===== src/rtl/adau1761_init_sequencer.sv =====
// ADAU1761 bring-up controller: latches SPI mode, programs and polls the PLL,
// then streams a register table from an external one-cycle-latency ROM.
module adau1761_init_sequencer #(
    parameter int          MAX_BYTES       = 8,
    parameter int          POWERUP_CYCLES  = 1000000,
    parameter logic [47:0] PLL_CONFIG      = 48'h007D000C2301,
    parameter int          PLL_LOCK_BIT    = 1,
    parameter int          LOCK_RETRIES    = 16,
    parameter int          POLL_GAP_CYCLES = 1000,
    parameter int          NUM_REGS        = 32,
    parameter int          START_TIMEOUT   = 64,
    localparam int         NB_W            = $clog2(MAX_BYTES),
    localparam int         IDX_W           = (NUM_REGS > 1) ? $clog2(NUM_REGS) : 1,
    localparam int         DW              = MAX_BYTES * 8
) (
    input  logic             clk,
    input  logic             reset,
    input  logic             restart,
    output logic             done,
    output logic             error,
    output logic [1:0]       err_code,
    output logic [IDX_W-1:0] tbl_index,
    input  logic [23:0]      tbl_entry,
    output logic             spi_start,
    output logic             spi_read,
    output logic [NB_W-1:0]  spi_nbytes,
    output logic [15:0]      spi_address,
    output logic [DW-1:0]    spi_write_data,
    input  logic [DW-1:0]    spi_read_data,
    input  logic             spi_busy
);

    localparam int WAIT_MAX = (POWERUP_CYCLES > POLL_GAP_CYCLES) ? POWERUP_CYCLES : POLL_GAP_CYCLES;
    localparam int WAIT_W   = $clog2(WAIT_MAX + 1);
    localparam int TMO_W    = $clog2(START_TIMEOUT + 1);
    localparam int RTY_W    = $clog2(LOCK_RETRIES + 1);
    localparam logic [DW-1:0] PLL_WORD = DW'(PLL_CONFIG) << (DW - 48);

    typedef enum logic [3:0] {
        S_POWERUP, S_LATCH, S_PLL_WR, S_PLL_RD, S_PLL_CHECK,
        S_PLL_GAP, S_TBL_FETCH, S_TBL_WR, S_DONE, S_ERROR
    } state_t;

    typedef enum logic [1:0] {X_ISSUE, X_WAIT_BUSY, X_WAIT_IDLE, X_GAP} xfer_t;

    state_t            state;
    xfer_t             xfer;
    logic [WAIT_W-1:0] wait_cnt;
    logic [TMO_W-1:0]  tmo_cnt;
    logic [1:0]        gap_cnt;
    logic [1:0]        latch_cnt;
    logic [RTY_W-1:0]  retry_cnt;

    // Only the lock bit is consulted; the rest of the read word is intentionally ignored.
    logic unused_read_bits;
    assign unused_read_bits = ^spi_read_data;

    // NOTE: a single clocked process with non-blocking assignments; every output
    // is a register, so nothing combinational ever reaches the SPI engine.
    always_ff @(posedge clk) begin
        if (reset) begin
            state          <= S_POWERUP;
            xfer           <= X_ISSUE;
            wait_cnt       <= '0;
            tmo_cnt        <= '0;
            gap_cnt        <= '0;
            latch_cnt      <= '0;
            retry_cnt      <= '0;
            done           <= 1'b0;
            error          <= 1'b0;
            err_code       <= 2'd0;
            tbl_index      <= '0;
            spi_start      <= 1'b0;
            spi_read       <= 1'b0;
            spi_nbytes     <= '0;
            spi_address    <= '0;
            spi_write_data <= '0;
        end else begin
            case (state)
                S_POWERUP: begin
                    latch_cnt <= '0;
                    retry_cnt <= '0;
                    xfer      <= X_ISSUE;
                    if (int'(wait_cnt) >= POWERUP_CYCLES - 1) begin
                        wait_cnt <= '0;
                        state    <= S_LATCH;
                    end else begin
                        wait_cnt <= wait_cnt + 1'b1;
                    end
                end

                S_LATCH, S_PLL_WR, S_PLL_RD, S_TBL_WR: begin
                    case (xfer)
                        X_ISSUE: begin
                            spi_start <= 1'b1;
                            spi_read  <= (state == S_PLL_RD);
                            tmo_cnt   <= '0;
                            xfer      <= X_WAIT_BUSY;
                            case (state)
                                S_LATCH: begin
                                    spi_nbytes     <= NB_W'(1);
                                    spi_address    <= 16'h4000;
                                    spi_write_data <= '0;
                                end
                                S_PLL_WR, S_PLL_RD: begin
                                    spi_nbytes     <= NB_W'(6);
                                    spi_address    <= 16'h4002;
                                    spi_write_data <= (state == S_PLL_WR) ? PLL_WORD : '0;
                                end
                                default: begin
                                    spi_nbytes     <= NB_W'(1);
                                    spi_address    <= tbl_entry[23:8];
                                    spi_write_data <= DW'(tbl_entry[7:0]) << (DW - 8);
                                end
                            endcase
                        end
                        X_WAIT_BUSY: begin
                            if (spi_busy) begin
                                spi_start <= 1'b0;
                                xfer      <= X_WAIT_IDLE;
                            end else if (int'(tmo_cnt) >= START_TIMEOUT - 1) begin
                                spi_start <= 1'b0;
                                error     <= 1'b1;
                                err_code  <= 2'd2;
                                state     <= S_ERROR;
                            end else begin
                                tmo_cnt <= tmo_cnt + 1'b1;
                            end
                        end
                        X_WAIT_IDLE: begin
                            if (!spi_busy) begin
                                gap_cnt <= '0;
                                xfer    <= X_GAP;
                            end
                        end
                        default: begin
                            // The engine sees start through a 2-flop synchroniser; 4 low clocks are mandatory.
                            if (gap_cnt == 2'd3) begin
                                xfer <= X_ISSUE;
                                case (state)
                                    S_LATCH: begin
                                        if (latch_cnt == 2'd2) state <= S_PLL_WR;
                                        else                   latch_cnt <= latch_cnt + 1'b1;
                                    end
                                    S_PLL_WR: state <= S_PLL_RD;
                                    S_PLL_RD: begin
                                        retry_cnt <= retry_cnt + 1'b1;
                                        state     <= S_PLL_CHECK;
                                    end
                                    default: begin
                                        if (int'(tbl_index) == NUM_REGS - 1) begin
                                            done  <= 1'b1;
                                            state <= S_DONE;
                                        end else begin
                                            tbl_index <= tbl_index + 1'b1;
                                            state     <= S_TBL_FETCH;
                                        end
                                    end
                                endcase
                            end else begin
                                gap_cnt <= gap_cnt + 1'b1;
                            end
                        end
                    endcase
                end

                S_PLL_CHECK: begin
                    wait_cnt <= '0;
                    if (spi_read_data[PLL_LOCK_BIT]) begin
                        state <= S_TBL_FETCH;
                    end else if (int'(retry_cnt) >= LOCK_RETRIES) begin
                        error    <= 1'b1;
                        err_code <= 2'd1;
                        state    <= S_ERROR;
                    end else begin
                        state <= S_PLL_GAP;
                    end
                end

                S_PLL_GAP: begin
                    if (int'(wait_cnt) >= POLL_GAP_CYCLES - 1) state <= S_PLL_RD;
                    else                                       wait_cnt <= wait_cnt + 1'b1;
                end

                S_TBL_FETCH: begin
                    if (NUM_REGS == 0) begin
                        done  <= 1'b1;
                        state <= S_DONE;
                    end else begin
                        state <= S_TBL_WR;
                    end
                end

                S_DONE, S_ERROR: begin
                    if (restart) begin
                        done      <= 1'b0;
                        error     <= 1'b0;
                        err_code  <= 2'd0;
                        tbl_index <= '0;
                        wait_cnt  <= '0;
                        state     <= S_POWERUP;
                    end
                end

                default: state <= S_POWERUP;
            endcase
        end
    end

endmodule


===== config.mk =====
export PLATFORM = sky130hd
export DESIGN_NAME = adau1761_init_sequencer
export DESIGN_NICKNAME = d
export VERILOG_FILES = /design/src/rtl/adau1761_init_sequencer.sv
export SDC_FILE = /design/constraint.sdc
export NUM_CORES = 1
export LEC_CHECK = 0
export CAP_MARGIN = 20
export CORE_ASPECT_RATIO = 0.5
export CORE_MARGIN = 4
export CORE_UTILIZATION = 40
export CTS_BUF_LIST = sky130_fd_sc_hd__clkbuf_2
export DETAILED_ROUTE_END_ITERATION = 12
export GPL_ROUTABILITY_DRIVEN = 0
export PLACE_DENSITY = 0.79
export SYNTH_ARGS = -nofsm -noshare
export SYNTH_HDL_FRONTEND = slang
export SYNTH_SLANG_ARGS = --single-unit

===== constraint.sdc =====
create_clock -name clk -period 1.8 [get_ports clk]
set_input_delay 0.36 -clock clk [delete_from_list [all_inputs] [get_ports clk]]
set_output_delay 0.36 -clock clk [all_outputs]
set_load 0.1 [all_outputs]

==> results of run 1 <==
==> sequential cells by signal (all words and copies together) (netlist names), 2 cells and up <==
register	flops
spi_nbytes	2
tmo_cnt	7
gap_cnt	2
wait_cnt	20
tbl_index	5
spi_write_data	9
state	4
retry_cnt	5
xfer	2
latch_cnt	2
err_code	2
spi_address	16
==> final cells by class <==
type / count / area [um^2]
Clock buffer: 9 / 45.0
Clock inverter: 7 / 80.1
Fill cell: 700 / 3450
Inverter: 15 / 56.3
Multi-Input combinational cell: 417 / 2770
Sequential cell: 80 / 1650
Tap cell: 140 / 175
Timing Repair Buffer: 192 / 2270
==> synth_stat cells, types with 2 or more instances <==
cell	n	share of area
a221oi_1	3	0.0059
o211ai_1	5	0.0084
nand3b_1	2	0.0034
and3_1	2	0.0028
o21ai_0	26	0.029
or3b_1	2	0.0039
o21ai_1	5	0.0056
dfxtp_1	80	0.36
nand2_1	51	0.043
o21ba_2	2	0.0045
nand3_1	39	0.044
nand4_1	7	0.0099
or4_1	7	0.012
nor2_1	38	0.032
o31ai_1	6	0.010
xor2_1	5	0.0099
or2_1	2	0.0028
clkbuf_1	13	0.011
a211oi_1	6	0.010
and2_1	5	0.0070
xnor2_1	5	0.0099
nand2b_1	5	0.0070
a22oi_1	2	0.0034
inv_1	15	0.013
a31oi_1	4	0.0056
o41a_1	2	0.0051
buf_2	8	0.0090
buf_4	62	0.10
ha_1	11	0.031
a21oi_1	60	0.068
mux2i_1	7	0.016
nor3_1	15	0.017
and4_1	4	0.0079
or3_1	19	0.027
==> worst max-delay path, delay by kind of cell (launching register included) <==
| kind | cells | cell delay, ps |
|---|---|---|
| simple gates | 3 | 1070 |
| compound gates | 2 | 230 |
| flops | 1 | 430 |
| buf+inv | 1 | 150 |
==> stage by stage <==
| step | cell area, um^2 | util | worst slack [ps] | hold slack, ps | std cells |
|---|---|---|---|---|---|
| 2_1_floorplan | 4650 | - | -146 | 436 | 597 |
| 3_5_place_dp | 6220 | 0.592 | -361 | 455 | 814 |
| 4_1_cts | 6550 | 0.623 | -39.3 | 270 | 839 |
| 5_1_grt | 7050 | 0.671 | -182 | 279 | 860 |
| 6_report | 7050 | 0.671 | -135 | 296 | 860 |
| 3_3_place_gp | 6220 | 0.592 | -347 | 449 | 814 |
==> how the worst max path moves through the flow <==
stage | to | start | cells past startpoint
floorplan | tbl_index[2] | tbl_index[1] | 6
global placement | wait_cnt[5] | restart | 7
detailed placement | wait_cnt[5] | restart | 7
CTS | wait_cnt[12] | state[1] | 6
global route | wait_cnt[12] | state[1] | 6
finish | wait_cnt[12] | state[1] | 6
==> repair_timing <==
item,CTS,global route
pin swaps,16,40
setup endpoints to repair,42,69
hold endpoints to repair,0,0
gates cloned,1,6
buffers inserted,8,17
gates resized for setup,34,87
==> kinds of logic (layout without fill, tap and decap cells) <==
kind of cell	after synthesis	in the layout
muxes	8	8
AOI/OAI and AO/OA	136	136
and+or+nand+nor	208	208
DFF	80	80
other	1	44
xor gates and xnor gates	10	10
buffers and inverters	100	223
adders and majority gates	11	11
==> per-layer routing <==
metal | part of all wire | vias up | global-route usage
met1 | 0.38 | 2242 | 0.216
met5 | 0 | - | 0
met2 | 0.49 | 265 | 0.342
met3 | 0.082 | 79 | 0.0453
met4 | 0.043 | 0 | 0.0798
li1 | - | 2201 | -
==> power breakdown <==
group	switching, W	internal, W
sequential	0.00000418	0.00177
combinational	0.000477	0.0000958
clock	0.000700	0.000334
==> impl_metrics.yaml, run 1 <==
timing:
  max_freq_mhz: 517
  setup_ws_ps: -135
  drv_slew: 0
  rsz0062_at_grt: "yes"
  tns_ps: -1740
  hold_viol_final: 0
  setup_viol: 35
  worst_slew_pin_slew_ps: 486
  finalClockSkew_ps: 38.0
  min_period_ps: 1930
  fin_crit_sh: 1.07
  slew_headroom: 0.673
cells_and_area:
  layout.nets: 818
  drive_above_1_share: 0.388
  layout_common_cells: "94 x buf_4, 54 x dfxtp_1, 54 x buf_12"
  areaGrowthSynthToFinish_pct: 58.7
  insertedDiodeCount: 0
  layout_commonest_cell: "buf_4"
cts:
  clkTransAtPathRegs_ps: 270
  root_buffer: "clkbuf_2"
  cts_tree: "done"
  cts_hold_buf: 0
  cts.sinks: 80
  htreeDepth: 3
  cts_buffers: 9
  cts_max_path_buffers: 2
  insertion_delay_ps: 580
synth:
  synth_fa_ha_area_frac: 0.0310
  yosys.area_share.simple: 0.242
  syn_area_mm2: 0.00445
  ys_ff_latch: 80
  synthFlopType: "dfxtp_1"
  synth_top_family_by_area: "simple AND/OR/NAND/NOR gates"
  avgSynthCellArea_um2: 8.02
  synth.area.mux_share: 0.0183
  synth-compound-area-share: 0.187
  ys_seq_area_frac: 0.360
  synth-xor-area-share: 0.0197
  synth_edf_count: 0
  ys_types: 63
  yosysWarnings: 0
  netlist_instances: 554
  async_flop_share: 0
critical_path:
  cp-start-kind: "flip-flop"
  reg2regPathDepth: 6
  slowest_delay_ps: 510
  crit_path_cell_trace: "nand4bb_1 -> and4b_2 -> a21oi_4 -> buf_6 -> or4_4 -> a21oi_2"
  cp-end-kind: "flip-flop"
  ff2ff_setup_slack_ps: -130
  r2r-start: "state[1]"
  path_class: "reg -> reg"
  cpMaxStageDelayCell: "or4_4"
  crit_arrival_ps: 2450
  required_ps: 2310
  r2r-end: "wait_cnt[12]"
  crit_fanout: 8
global_route:
  grtUsageTotal: 0.188
  grt_pass1_wl_um: 19900
  grt_start_max_net_pins: 27
  antenna_found_initial: 0
  grt-ovfl-total: 0
  grt_pass1_vias: 4274
hold_path:
  hold_path_depth: 3
  hp-start: "tbl_entry[21]"
  hold_path.class: "in -> reg"
  holdPathEnd: "spi_address[13]"
drt:
  drt-wirelength-per-cell_um: 17.1
  ant_nets: 0
  vias: 4787
  first_pass_iters: 6
  viasPerCell: 5.57
  drc: 0
  detail_route.iter0.violations: 335
  drt-total-wl_um: 14700
pwr:
  p_leak_nw: 2.70
  power.density_mw_per_mm2: 479
  peakVddDrop_v: 0.000310
  power.total_w: 0.00338
floorplanning:
  ioPinCount: 186
  die_h_um: 82.5
  num_rows: 26
  start_util: 0.423
  dieArea_mm2: 0.0130
  coreArea_mm2: 0.0105
  dieWidth_um: 157
run_status:
  violations: "setup timing"
  run_status: "finished with violations"
placement:
  hpwl_um: 8800
  io_buffers: 78
run:
  maxCapViolCount: 0
(Power assumes the default switching activity.)
==> run 2, diff against run 1 <==
--- a/config.mk
+++ b/config.mk
@@ -13,6 +13,7 @@
 export DETAILED_ROUTE_END_ITERATION = 12
 export GPL_ROUTABILITY_DRIVEN = 0
 export PLACE_DENSITY = 0.79
+export SLEW_MARGIN = 5
 export SYNTH_ARGS = -nofsm -noshare
 export SYNTH_HDL_FRONTEND = slang
 export SYNTH_SLANG_ARGS = --single-unit
==> results of run 2 <==
The final DEF is identical to that of run 1; final timing and power are the same.
==> run 3, diff against run 2 <==
--- a/config.mk
+++ b/config.mk
@@ -8,11 +8,11 @@
 export CAP_MARGIN = 20
 export CORE_ASPECT_RATIO = 0.5
 export CORE_MARGIN = 4
-export CORE_UTILIZATION = 40
+export CORE_UTILIZATION = 32
 export CTS_BUF_LIST = sky130_fd_sc_hd__clkbuf_2
 export DETAILED_ROUTE_END_ITERATION = 12
 export GPL_ROUTABILITY_DRIVEN = 0
-export PLACE_DENSITY = 0.79
+export PLACE_DENSITY = 0.65
 export SLEW_MARGIN = 5
 export SYNTH_ARGS = -nofsm -noshare
 export SYNTH_HDL_FRONTEND = slang
==> impl_metrics.yaml, run 3 (synthesized netlist as in run 1, its figures left out) <==
global_route:
  grt_pass1_vias: 4360
  grtUsageTotal: 0.156
  antenna_found_initial: 0
  grt_start_max_net_pins: 35
  grt_pass1_wl_um: 20700
  grt-ovfl-total: 0
pwr:
  peakVddDrop_v: 0.000279
  p_leak_nw: 2.79
  power.density_mw_per_mm2: 480
critical_path:
  worstPathBufferInverterCount: 2
  crit_arrival_ps: 2480
  cp-end-kind: "flip-flop"
  cp-start-kind: "flip-flop"
  crit_fanout: 4
  required_ps: 2280
  slowest_delay_ps: 390
  crit_path_cell_trace: "buf_6 -> buf_8 -> or2_1 -> or3_4 -> a221o_1 -> a311o_1 -> o21ai_2"
  path_class: "reg -> reg"
  cpMaxStageDelayCell: "or3_4"
  cp_top_family: "compound AO/OA/AOI/OAI gates"
drt:
  detail_route.iter0.violations: 394
  drt-wirelength-per-cell_um: 14.5
  wl_met1_um: 5690
  viasPerCell: 4.94
  vias: 4554
  drt-total-wl_um: 13400
  drc: 0
  top_layer: "met4"
  dr_wl_met3_um: 803
  ant_nets: 0
  dr_wl_met2_um: 6590
  first_pass_iters: 5
timing:
  fin_crit_sh: 1.11
  hold_viol_final: 0
  setup_viol: 28
  max_freq_mhz: 500
  min_period_ps: 2000
  setup_ws_ps: -200
  finalClockSkew_ps: 46.2
  holdWs_ps: 344
  rsz0062_at_grt: "yes"
  drv_slew: 0
floorplanning:
  dieArea_mm2: 0.0160
  start_util: 0.327
  dieWidth_um: 175
  ioPinCount: 186
  num_rows: 30
  die_h_um: 91.3
  coreArea_mm2: 0.0136
placement:
  hpwl_um: 9040
  dpl.cell_count: 882
  io_buffers: 78
cells_and_area:
  areaGrowthSynthToFinish_pct: 63.7
  fill_cells: 1204
  drive_above_1_share: 0.379
  seqCellArea_mm2: 0.00163
  layout_common_cells: "97 x buf_4, 62 x dfxtp_1, 59 x buf_12"
  layout_commonest_cell: "buf_4"
  finalNonFillerCells: 922
  multi_input_area_mm2: 0.00276
  largest_reg_flops: 20
  top_register: "wait_cnt"
  layout.nets: 828
  insertedDiodeCount: 0
  largest_registers: "wait_cnt: 20 flops, spi_address: 16 flops, spi_write_data: 9 flops"
cts:
  cts_max_path_buffers: 2
  cts_hold_buf: 0
  cts.sinks: 80
  cts_buffers: 9
  clkTransAtPathRegs_ps: 230
  root_buffer: "clkbuf_2"
  insertion_delay_ps: 550
  htreeDepth: 3
  cts_tree: "done"
run_status:
  violations: "setup timing"
  run_status: "finished with violations"
hold_path:
  hold_path.class: "in -> reg"
run:
  maxCapViolCount: 0
## run 3: report_power, final
group          switching [W]  internal, W  leakage, nW  total (W)
Combinational       0.000478     0.000105         2.05   0.000584
Sequential        0.00000346      0.00178        0.654    0.00178
Clock               0.000669     0.000462       0.0842    0.00113
## run 3: path summary, 6_finish.rpt
| kind | start | to | slack [ps] | depth (start not counted) |
|---|---|---|---|---|
| setup / recovery | state[3] | state[1] | -200 | 7 |
| hold / removal | tbl_entry[13] | spi_address[5] | 340 | 3 |
| hold reg to reg | retry_cnt[1] | retry_cnt[1] | 490 | 2 |
| setup reg to reg | state[3] | state[1] | -200 | 7 |
## run 3: repair_timing
action / in CTS / in global routing
gates resized for setup: 46 / 72
gates cloned: 3 / 3
endpoints found under the setup margin: 53 / 80
hold endpoints to repair: 0 / 0
setup buffers: 10 / 10
pin swaps: 11 / 19
## run 3: final cells by class
type	count	area share
Multi-Input combinational cell	418	0.380
Timing Repair Buffer	201	0.336
Sequential cell	80	0.224
Tap cell	192	0.0330
Clock inverter	7	0.0127
Inverter	15	0.00808
Clock buffer	9	0.00619
## run 3: stage by stage
step,setup TNS (ps),instance area [um^2],util,worst slack (ps),total power (W)
floorplan,-335,4650,-,-146,0.00233
CTS,-3140,6860,0.505,-190,0.00353
global placement,-11200,6410,0.472,-664,0.00236
finish,-3530,7280,0.535,-200,0.00349
detailed placement,-12550,6410,0.472,-705,0.00236
global route,-6490,7280,0.535,-248,0.00363
## run 3: layer usage
metal	vias to the layer above	GRT usage
met5	-	0
met4	0	0.0431
met3	26	0.0366
met2	138	0.276
met1	2172	0.189
li1	2218	-
## run 3: worst min-delay path, cell delays in order
cell and delay (ps):
clkdlybuf4s50_1 390, nand3_1 60, a21oi_1 60
